### config.mk
export PLATFORM = sky130hd
export DESIGN_NAME = ai_paddle_ctrl
export DESIGN_NICKNAME = d
export VERILOG_FILES = /design/src/rtl/pong_pkg.sv /design/src/rtl/ai_jitter_lfsr.sv /design/src/rtl/ai_paddle_ctrl.sv
export SDC_FILE = /design/constraint.sdc
export NUM_CORES = 1
export LEC_CHECK = 0
export ABC_CLOCK_PERIOD_IN_PS = 3700
export CORE_ASPECT_RATIO = 1.4
export CORE_MARGIN = 10
export CORE_UTILIZATION = 40
export CTS_CLUSTER_DIAMETER = 40
export DETAILED_ROUTE_END_ITERATION = 10
export PLACE_DENSITY_LB_ADDON = 0.12
export SLEW_MARGIN = 20
export SYNTH_ARGS = -nofsm -noshare
export SYNTH_HDL_FRONTEND = slang
export SYNTH_SLANG_ARGS = --single-unit
### constraint.sdc
create_clock -name game_clk -period 3.7 [get_ports game_clk]
set_input_delay 0.925 -clock game_clk [delete_from_list [all_inputs] [get_ports game_clk]]
set_output_delay 0.925 -clock game_clk [all_outputs]
set_load 0.02 [all_outputs]
### src/rtl/pong_pkg.sv
// Shared Pong screen constants and AI controller state encoding.
// Used by the paddle, ball and AI opponent modules.
package pong_pkg;

    localparam int PADDLE_H = 80;
    localparam int BALL_H   = 8;
    localparam int Y_MAX    = 280;
    localparam int HOME_Y   = 200;

    typedef enum logic [1:0] {
        AI_IDLE   = 2'd0,
        AI_REACT  = 2'd1,
        AI_TRACK  = 2'd2,
        AI_RETURN = 2'd3
    } ai_state_t;

endpackage

### src/rtl/ai_jitter_lfsr.sv
// Aim jitter source: 4-bit LFSR plus an offset latched on REACT entry.
// Only instantiated when AI_JITTER_EN is defined.
module ai_jitter_lfsr (
    input  logic              game_clk,
    input  logic              rst_n,
    input  logic              latch,
    output logic signed [3:0] offset
);

    logic [3:0] lfsr;

    // x^4+x^3+1 shift register; offset = lfsr-8 captured on latch
    always_ff @(posedge game_clk or negedge rst_n) begin
        if (!rst_n) begin
            lfsr   <= 4'b1001;
            offset <= '0;
        end else begin
            lfsr <= {lfsr[2:0], lfsr[3] ^ lfsr[2]};
            if (latch) begin
                offset <= signed'(lfsr - 4'd8);
            end
        end
    end

endmodule

### src/rtl/ai_paddle_ctrl.sv
// Computer Pong opponent: drives one paddle's up/down command pair.
// Define AI_JITTER_EN to add a random aim offset on each REACT entry.
module ai_paddle_ctrl
    import pong_pkg::*;
#(
    parameter int SIDE         = 1,
    parameter int PADDLE_H     = pong_pkg::PADDLE_H,
    parameter int BALL_H       = pong_pkg::BALL_H,
    parameter int Y_MAX        = pong_pkg::Y_MAX,
    parameter int HOME_Y       = pong_pkg::HOME_Y,
    parameter int DEADBAND     = 2,
    parameter int REACT_CYCLES = 10,
    parameter int SPEED_DIV    = 2
) (
    input  logic       game_clk,
    input  logic       rst_n,
    input  logic       enable,
    input  logic [9:0] ball_y,
    input  logic       ball_dir,
    input  logic [9:0] paddle_y,
    output logic       up,
    output logic       down,
    output logic [1:0] ai_state
);

    localparam int RW = $clog2(REACT_CYCLES + 1);
    localparam int SW = (SPEED_DIV > 1) ? $clog2(SPEED_DIV) : 1;

    localparam logic signed [11:0] AIM_OFS =
        12'(BALL_H / 2 - PADDLE_H / 2);
    localparam logic signed [11:0] YMAX_S = 12'(Y_MAX);
    localparam logic signed [11:0] HOME_S = 12'(HOME_Y);
    localparam logic signed [11:0] DB_S   = 12'(DEADBAND);

    ai_state_t state, nxt;
    logic [RW-1:0] react_cnt, react_nxt;
    logic [SW-1:0] step_cnt;

    logic approaching;
    logic pulse;
    logic move;
    logic in_band;
    logic up_d, down_d;

    logic signed [11:0] offset;
    logic signed [11:0] py_s;
    logic signed [11:0] raw;
    logic signed [11:0] target;
    logic signed [11:0] goal;
    logic signed [11:0] err;
    logic signed [11:0] err_home;

`ifdef AI_JITTER_EN
    logic signed [3:0] jit_ofs;
    logic              enter_react;

    assign enter_react = (nxt == AI_REACT) &&
                         ((state == AI_IDLE) ||
                          (state == AI_RETURN));

    ai_jitter_lfsr u_jitter (
        .game_clk (game_clk),
        .rst_n    (rst_n),
        .latch    (enter_react),
        .offset   (jit_ofs)
    );

    assign offset = {{8{jit_ofs[3]}}, jit_ofs};
`else
    assign offset = '0;
`endif

    assign approaching = (ball_dir == 1'(SIDE));
    assign py_s        = signed'({2'b00, paddle_y});
    assign raw         = signed'({2'b00, ball_y}) + AIM_OFS + offset;

    assign target = (raw < 12'sd0)  ? 12'sd0 :
                    (raw > YMAX_S)  ? YMAX_S : raw;

    assign goal     = (state == AI_RETURN) ? HOME_S : target;
    assign err      = goal - py_s;
    assign err_home = HOME_S - py_s;
    assign in_band  = (err_home >= -DB_S) && (err_home <= DB_S);

    assign pulse    = (step_cnt == SW'(SPEED_DIV - 1));
    assign ai_state = state;

    // Next state, react counter and motion pulse decode
    always_comb begin
        nxt       = state;
        react_nxt = react_cnt;
        move      = 1'b0;
        up_d      = 1'b0;
        down_d    = 1'b0;
        if (!enable) begin
            nxt = AI_IDLE;
        end else begin
            unique case (state)
                AI_IDLE: begin
                    if (approaching) begin
                        nxt       = AI_REACT;
                        react_nxt = '0;
                    end
                end
                AI_REACT: begin
                    if (!approaching) begin
                        nxt = AI_RETURN;
                    end else if (react_cnt == RW'(REACT_CYCLES - 1)) begin
                        nxt = AI_TRACK;
                    end else begin
                        react_nxt = react_cnt + 1'b1;
                    end
                end
                AI_TRACK: begin
                    if (!approaching) begin
                        nxt = AI_RETURN;
                    end else begin
                        move = 1'b1;
                    end
                end
                AI_RETURN: begin
                    if (approaching) begin
                        nxt       = AI_REACT;
                        react_nxt = '0;
                    end else if (in_band) begin
                        nxt = AI_IDLE;
                    end else begin
                        move = 1'b1;
                    end
                end
            endcase
        end
        if (move && pulse) begin
            up_d   = (err < -DB_S) && (paddle_y != '0);
            down_d = (err > DB_S) && (py_s < YMAX_S);
        end
    end

    // State, counters and registered up/down commands
    always_ff @(posedge game_clk or negedge rst_n) begin
        if (!rst_n) begin
            state     <= AI_IDLE;
            react_cnt <= '0;
            step_cnt  <= '0;
            up        <= 1'b0;
            down      <= 1'b0;
        end else begin
            state     <= nxt;
            react_cnt <= react_nxt;
            step_cnt  <= pulse ? '0 : step_cnt + 1'b1;
            up        <= up_d;
            down      <= down_d;
        end
    end

endmodule
## Word level (Yosys, flattened, before mapping)

Index checks and enable logic that the tools add are counted.

- Bits in registers: 9
- Bits in latches: 0
- RAM bits: 0
- Memory bits (read-only): 0
- Bits of input ports: 24
- Output and inout port bits: 4
- Memories: 0

- Add/sub/neg operators: 5
- Multiply operators: 0
- Div/mod/pow operators: 0
- $lt $le $gt $ge: 7
- Eq/ne operators: 11
- Shift-type cells: 0
- Muxes and demuxes: 23
- Bitwise logic cells: 0
- Reduce and logical (&&, ||, !) cells: 10

Operators by type and width:

| kind | count |
|---|---|
| $mux 12 | 3 |
| $mux 2 | 7 |
| $add 11x7->12 const B | 1 |
| $gt 12x10->1 const B | 1 |
| $gt 12x3->1 const B | 1 |
| $lt 12x1->1 const B | 1 |
| $lt 12x2->1 const B | 1 |
| $mux 4 | 3 |
| $sub 12x11->12 | 1 |
| $ge 11x2->1 const B | 1 |
| $le 11x3->1 const B | 1 |
| $sub 8x10->11 const A | 1 |
| $lt 10x9->1 const B | 1 |
| $reduce_bool 10->1 | 1 |
| $ne 4x4->1 const B | 2 |
| $pmux 2 s4 | 1 |
| $pmux 4 s2 | 1 |
| $mux 1 | 7 |
| $ne 3x3->1 const B | 2 |
| $reduce_and 5->1 | 1 |
| $add 4x1->4 const B | 1 |
| $eq 2x2->1 const B | 2 |
| $eq 4x4->1 const B | 1 |
| $logic_and 1x1->1 | 4 |
| 9 further kinds | 10 |

## Depth between registers and ports, before layout

Gate-level depths: netlist of the first run.

- Word-level depth: 9
- Mapped depth: 17
- Gate-level depth less buffers: 17

## Worst setup path before layout of the first run

No wires, ideal clock.

- Path type: input-to-reg
- Start: input ball_y[2]
- End: register down
- Library setup time: 126 ps
- Data arrival time: 4251 ps
- Setup slack: -677 ps
- Stages: 17
- Buffers on the path: 0
- Cell sequence: inv_1 ha_1 xnor2_1 a211oi_1 a211oi_1 o21ai_0 nand2_1 nand3_1 ha_1 inv_1 fa_1 a21o_1 and4_4 a211oi_2 o311ai_0 or4_1 o311a_1

- Word-level cells in the longest chain between the ends: 9
- Elaborated cells on any way between the ends: 10
- Classes of those cells: 2 x add/sub; 3 x order compare; 4 x mux; 1 x reduce/logical

RTL lines:

| what | RTL line | source |
|---|---|---|
| start, declared | ai_paddle_ctrl.sv:18 | `input logic [9:0] ball_y,` |
| $add 11x7->12 (*) | ai_paddle_ctrl.sv:75 | `assign raw = signed'({2'b00, ball_y}) + AIM_OFS + offset;` |
| $gt 12x10->1 | ai_paddle_ctrl.sv:78 | `(raw > YMAX_S) ? YMAX_S : raw;` |
| $mux 12 | ai_paddle_ctrl.sv:78 |  |
| $mux 12 (*) | ai_paddle_ctrl.sv:77 | `assign target = (raw < 12'sd0) ? 12'sd0 :` |
| $mux 12 (*) | ai_paddle_ctrl.sv:80 | `assign goal = (state == AI_RETURN) ? HOME_S : target;` |
| $sub 12x11->12 (*) | ai_paddle_ctrl.sv:81 | `assign err = goal - py_s;` |
| $gt 12x3->1 (*) | ai_paddle_ctrl.sv:135 | `down_d = (err > DB_S) && (py_s < YMAX_S);` |
| $logic_and 1x1->1 (*) | ai_paddle_ctrl.sv:135 |  |
| $mux 1 (*) | ai_paddle_ctrl.sv:133 | `if (move && pulse) begin` |
| net down_d | ai_paddle_ctrl.sv:43 | `logic up_d, down_d;` |
| end signal, assigned | ai_paddle_ctrl.sv:152 | `down <= down_d;` |
| end, declared | ai_paddle_ctrl.sv:22 | `output logic down,` |

Mark *: on every way through the listed nets, which the timed path passes. The rest lies on a longest branch.
A chain may end at the register's enable or synchronous reset.

## Final worst setup path of the first run

Ends and elaborated chain as after synthesis.

==> impl_metrics.toml, run 1 <==
[global_routing]
grt_max_degree = 10
grt-ovfl-total = 0
grt_pass1_wl_um = 8520
grtUsageTotal_pct = 14.7
grt_pass1_vias = 1915
antenna_found_initial = 0

[yosys]
synthArstFlopShare_pct = 100
ys_seq_elements = 9
syn_area_mm2 = 0.00165
yosysUniqueCellTypes = 59
synth_edf_count = 0
yosysMostFrequentCell = "inv_1"
syn-instance-count = 220
synth_flop_cell = "dfrtp_1"
yosysTopAreaCell = "ha_1"
synth_common_cells = "inv_1 (26), ha_1 (21), nor2_1 (14), o21ai_0 (14), nand2_1 (13)"
yosysTopAreaCellShare_pct = 15.9
syn_area_per_cell_um2 = 7.52
yosysSeqAreaShare_pct = 13.6
syn-num-nets = 266
yosys-top-cells-area = "ha_1 (16%), dfrtp_1 (14%), inv_1 (5.9%), xnor2_1 (5.8%), o21ai_0 (4.2%)"
ys_warn_count = 0

[placed_design]
dp_hpwl_um = 4150
io_buffers = 27
placedCellCount = 322
gp_congestion = 0.818
place_area_mm2 = 0.00227

[timing]
fmax_mhz = 241
period_needed_ns = 4.14
setup_viol = 2
postLayoutSetupSlackWorst_ns = -0.444
fin_crit_sh_pct = 112
maxSlewViolCount = 0
rsz0062_at_grt = "true"
hold_violations = 0
worst_slew_pin_slew_ns = 0.606
fin_skew_ns = 0.00463
fin_setup_tns_ns = -0.659
relSlewSlack_pct = 59.4

[setup_path]
start_kind = "primary input"
r2r_slack_ns = 0.24
cp.arrival_ns = 4.26
r2r-end = "down$_DFF_PN0_"
end_kind = "flop"
cp_cell_sequence = "buf_8, buf_6, o31a_1, nor2_2, buf_6, nand4b_1, nand2_2, nand3_2, ha_4, inv_2, fa_2, inv_1, o221ai_1, or3_1, or4_1, o311a_1"
r2r-start = "ai_state[0]$_DFFE_PN0P_"
crit_type = "in -> reg"
rr_worst_depth = 12
cp_common_cell = "buf_6"
crit_required_ns = 3.82
cp_max_fo = 5
slowest_delay_ns = 0.52
slowest_stage = "or4_1"

[die]
die_w_um = 74.4
core_area_mm2 = 0.00395
rows = 27
pin_count = 28
die_area_mm2 = 0.00714
initial_core_util_pct = 41.8
die_height_um = 96.1

[route]
ant_nets = 0
dr.first_iter.drc_count = 47
viasPerCell = 5.58
routed_wl_um = 5360
wire_per_inst_um = 15.7
drc_errors = 0
first_pass_iters = 4
routed-via-count = 1903

[cts]
clk_path_buf_depth = 2
clock_latency_ns = 0.24
cts_hold_buf = 0
clk_pin_slew_ns = 0.05
cts_made_buffers = 3
clock-sinks = 9
cts_tree = "yes"
cts_max_level = 1
root_buffer = "clkbuf_8"

[power]
p_total_w = 0.00103
power_density_mw_per_mm2 = 377
p_leak_nw = 1.19
ir_drop_mv = 0.334

[hold_path]
worstHoldEndpoint = "pulse$_DFF_PN0_"
hold_path_depth = 1
min-delay-start = "pulse$_DFF_PN0_"
hold_class = "reg -> reg"

[finish]
stdcell_count = 341
drive_gt1_share_pct = 39.3
fin_area_mm2 = 0.00272
fillers = 323
post-route-util_pct = 68.9
antenna_cells = 0
fin_nets = 345
syn_to_final_growth_pct = 64.5

[job]
max_cap_violations = 0

[outcome]
violations = "negative setup slack"
outcome = "finished, violations left"
==> through the flow <==
step / hold slack, ns / setup WS, ns
final: 0.422 / -0.444
after global routing: 0.434 / -0.561
after CTS: 0.423 / -0.426
after detailed placement: 0.413 / -1.18
after global placement: 0.406 / -1.16
after floorplan: 0.395 / -0.349
==> per-layer routing <==
metal / wire (µm) / vias to the layer above / part of all wire (%) / track usage [%]
met3: 142 / 4 / 2.7 / 1.65
met4: 48 / 0 / 0.90 / 4.43
met1: 1920 / 908 / 36 / 13.9
li1: - / 965 / - / -
met2: 3240 / 26 / 61 / 31.0
met5: 0 / - / 0 / 0
==> area by class of cell <==
class / count / area [µm²] / share of cell area [%]
multi-input cells: 178 / 1590 / 58.5
repair buffers: 81 / 702 / 25.8
flip-flops and latches: 9 / 225 / 8.28
inverters: 26 / 103 / 3.77
well taps: 43 / 53.8 / 1.98
clock buffers: 4 / 45.0 / 1.66
==> placed cells by master, fill, tap and decap left out, drive strengths merged, types with 2 or more instances in the layout <==
cell and count:
buf 57, inv 26, ha 21, clkdlybuf4s50 19, nor2 14, o21ai 14, nand2 13, xnor2 11
a21oi 10, dfrtp 9, nand3 9, clkbuf 7, a31oi 6, nor2b 6, nor3 6, a211oi 5
nand2b 4, o311ai 4, a21o 3, or4 3, or2 3, o31ai 3, and4 3, a2111oi 3
and3 3, a41oi 2, nand4 2, xor2 2, o22a 2, o22ai 2, dlygate4sd2 2, nor4 2
a221oi 2, a211o 2
==> timing repair <==
item	in CTS	in global routing
pin swaps	22	18
resized for setup	40	47
setup endpoints to repair	2	2
setup buffers	3	12
==> state kept, by name, indices dropped and copies added (netlist names) <==
name       count
pulse          1
down           1
up             1
react_cnt      4
ai_state       2
==> worst max-delay path by stage <==
| stage | startpoint | endpoint | slack, ns |
|---|---|---|---|
| CTS | ball_y[2] | down$_DFF_PN0_ | -0.43 |
| finish | ball_y[2] | down$_DFF_PN0_ | -0.44 |
| global placement | ball_y[3] | down$_DFF_PN0_ | -1.16 |
| global route | ball_y[2] | down$_DFF_PN0_ | -0.56 |
| detailed placement | ball_y[3] | down$_DFF_PN0_ | -1.18 |
| floorplan | ball_y[4] | down$_DFF_PN0_ | -0.35 |
==> worst max-delay path: cells and delay by family <==
kind | cells | cell delay [ns]
AOI/OAI and AO/OA | 3 | 0.75
buffers and inverters | 5 | 0.46
adders and majority gates | 2 | 0.61
and+or+nand+nor | 6 | 1.50
==> power breakdown <==
part / internal (W) / switching [W] / total (W)
Sequential: 0.000121 / 0.0000246 / 0.000145
Combinational: 0.000377 / 0.000384 / 0.000762
Clock: 0.0000754 / 0.0000429 / 0.000118
Total: 0.000573 / 0.000452 / 0.00103
==> cell families (layout without fill, tap and decap cells) <==
logic type	after synthesis	in the layout	share of synthesized area, %
and+or+nand+nor	72	72	23.1
AOI/OAI and AO/OA	68	68	29.7
buffers and inverters	33	111	8.09
adders and majority gates	22	22	17.1
xor gates and xnor gates	13	13	6.88
DFF	9	9	13.6
muxes	2	2	1.29
other	1	1	0.227
Power figures use the tool's default switching activity.
==> inputs of run 2 (changes only) <==
--- a/config.mk
+++ b/config.mk
@@ -6,12 +6,15 @@
 export NUM_CORES = 1
 export LEC_CHECK = 0
 export ABC_CLOCK_PERIOD_IN_PS = 3700
+export CELL_PAD_IN_SITES_DETAIL_PLACEMENT = 1
+export CELL_PAD_IN_SITES_GLOBAL_PLACEMENT = 1
 export CORE_ASPECT_RATIO = 1.4
 export CORE_MARGIN = 10
-export CORE_UTILIZATION = 40
+export CORE_UTILIZATION = 39
 export CTS_CLUSTER_DIAMETER = 40
 export DETAILED_ROUTE_END_ITERATION = 10
 export PLACE_DENSITY_LB_ADDON = 0.12
+export SKIP_LAST_GASP = 1
 export SLEW_MARGIN = 20
 export SYNTH_ARGS = -nofsm -noshare
 export SYNTH_HDL_FRONTEND = slang
==> run 2 against run 1 <==
Effect of this change: the run still ends with negative setup slack left; utilization down 8.7 points; clock skew is 0.00058 ns lower; global-route usage rose by 2.4 points; highest routed layer unchanged; clock power about the same; critical path depth increased by 1; largest power group unchanged; setup slack lost 0.15 ns.
==> impl_metrics.toml, run 2 (synthesized netlist as in run 1, its figures left out) <==
[setup_path]
cp_cell_sequence = "buf_8, buf_6, o31a_1, nor2_2, o21ai_2, o21ai_2, nand2_2, nand3_4, ha_4, inv_2, fa_2, buf_4, xnor2_2, o221ai_1, or3_1, or4_1, o311a_1"
cp.arrival_ns = 4.42
path_buf_inv = 4
slowest_delay_ns = 0.52
end_kind = "flop"
rr_worst_depth = 12
crit_required_ns = 3.82
crit_family = "simple AND/OR/NAND/NOR gates"
cp_num_cells = 17
start_kind = "primary input"
crit_type = "in -> reg"
slowest_stage = "or4_1"
cp_common_cell = "o21ai_2"
cp_max_fo = 6

[finish]
final_cell_mix = "buf_4 (43), inv_1 (23), clkdlybuf4s50_1 (19)"
final_common_cell = "buf_4"
syn_to_final_growth_pct = 51.7
largest_register = "react_cnt"
fin_nets = 338
drive_gt1_share_pct = 30.6
largest_reg_flops = 4
post-route-util_pct = 60.2
antenna_cells = 0

[timing]
fmax_mhz = 233
postLayoutSetupSlackWorst_ns = -0.595
whs_ns = 0.433
worst_slew_pin_slew_ns = 0.576
fin_skew_ns = 0.00405
period_needed_ns = 4.30
hold_violations = 0
maxSlewViolCount = 0
rsz0062_at_grt = "true"
fin_crit_sh_pct = 116
setup_viol = 2
relSlewSlack_pct = 61.4

[die]
die_w_um = 75.0
die_height_um = 97.1
initial_core_util_pct = 39.7
rows = 28
die_area_mm2 = 0.00728
pin_count = 28
core_area_mm2 = 0.00417

[cts]
clk_pin_slew_ns = 0.05
cts_tree = "yes"
cts_max_level = 1
root_buffer = "clkbuf_8"
clock-sinks = 9
cts_hold_buf = 0
clk_path_buf_depth = 2
clock_latency_ns = 0.24
cts_made_buffers = 3

[placed_design]
io_buffers = 27
preCtsSetupSlack_ns = -1.26
gp_congestion = 0.864
dp_hpwl_um = 4780

[global_routing]
grt_max_degree = 10
grtUsageTotal_pct = 17.1
grt_pass1_wl_um = 10100
antenna_found_initial = 0
grt_pass1_vias = 2108
grt-ovfl-total = 0

[route]
dr.first_iter.drc_count = 54
routed-via-count = 1960
ant_nets = 0
wire_per_inst_um = 18.7
first_pass_iters = 4
routed_wl_um = 6270
viasPerCell = 5.83
drc_errors = 0

[power]
power_density_mw_per_mm2 = 378
ir_drop_mv = 0.160
p_leak_nw = 1.14

[hold_path]
hold_class = "reg -> reg"
hold_path_depth = 1

[outcome]
violations = "negative setup slack"
outcome = "finished, violations left"

[job]
max_cap_violations = 0
[run 2: area by class of cell]
type,instances,area (µm²)
Fill cell,501,1660
Multi-Input combinational cell,178,1440
Timing Repair Buffer,74,637
Sequential cell,9,225
Inverter,26,103
Tap cell,45,56.3
Clock buffer,3,41.3
Clock inverter,1,5.00
[run 2: per-stage QoR]
step	setup TNS [ns]	total power [W]	area, µm²	instances
floorplan	-0.349	0.000535	1690	220
global placement	-2.18	0.000763	2300	328
detailed placement	-2.24	0.000783	2300	328
CTS	-0.702	0.000923	2440	333
global route	-1.24	0.00103	2510	336
finish	-0.937	0.000948	2510	336
[run 2: power breakdown]
group | switching, W | leakage (nW) | internal [W]
clock network | 0.0000461 | 0.0255 | 0.0000740
registers | 0.0000274 | 0.117 | 0.000121
logic | 0.000351 | 0.999 | 0.000329
total | 0.000425 | 1.14 | 0.000524
[run 2: path summary, 6_finish.rpt]
kind                       slack (ns)                       to                     from
min in group asynchronous        1.00  ai_state[0]$_DFFE_PN0P_                    rst_n
setup / recovery                -0.60           down$_DFF_PN0_                ball_y[2]
max in group asynchronous        2.38          pulse$_DFF_PN0_                    rst_n
setup reg to reg                 0.27           down$_DFF_PN0_  ai_state[1]$_DFFE_PN0P_
hold / removal                   0.43          pulse$_DFF_PN0_          pulse$_DFF_PN0_
hold reg to reg                  0.43          pulse$_DFF_PN0_          pulse$_DFF_PN0_
[run 2: what timing repair did]
item	4_1_cts	5_1_grt
gates resized for setup	41	11
setup endpoints to repair	2	2
setup buffers	1	3
pin swaps	19	16
gates cloned	0	0
[run 2: routing by layer]
metal / GRT usage (%) / wire [µm] / vias to the layer above
li1: - / - / 954
met1: 17.7 / 2450 / 958
met2: 31.9 / 3490 / 33
met3: 2.25 / 142 / 15
met4: 7.31 / 180 / 0
met5: 0 / 0 / -
==> inputs of run 3 (changes only) <==
--- a/config.mk
+++ b/config.mk
@@ -5,7 +5,6 @@
 export SDC_FILE = /design/constraint.sdc
 export NUM_CORES = 1
 export LEC_CHECK = 0
-export ABC_CLOCK_PERIOD_IN_PS = 3700
 export CELL_PAD_IN_SITES_DETAIL_PLACEMENT = 1
 export CELL_PAD_IN_SITES_GLOBAL_PLACEMENT = 1
 export CORE_ASPECT_RATIO = 1.4
==> results of run 3 <==
No change in the layout: final DEF, timing and power equal those of run 2.
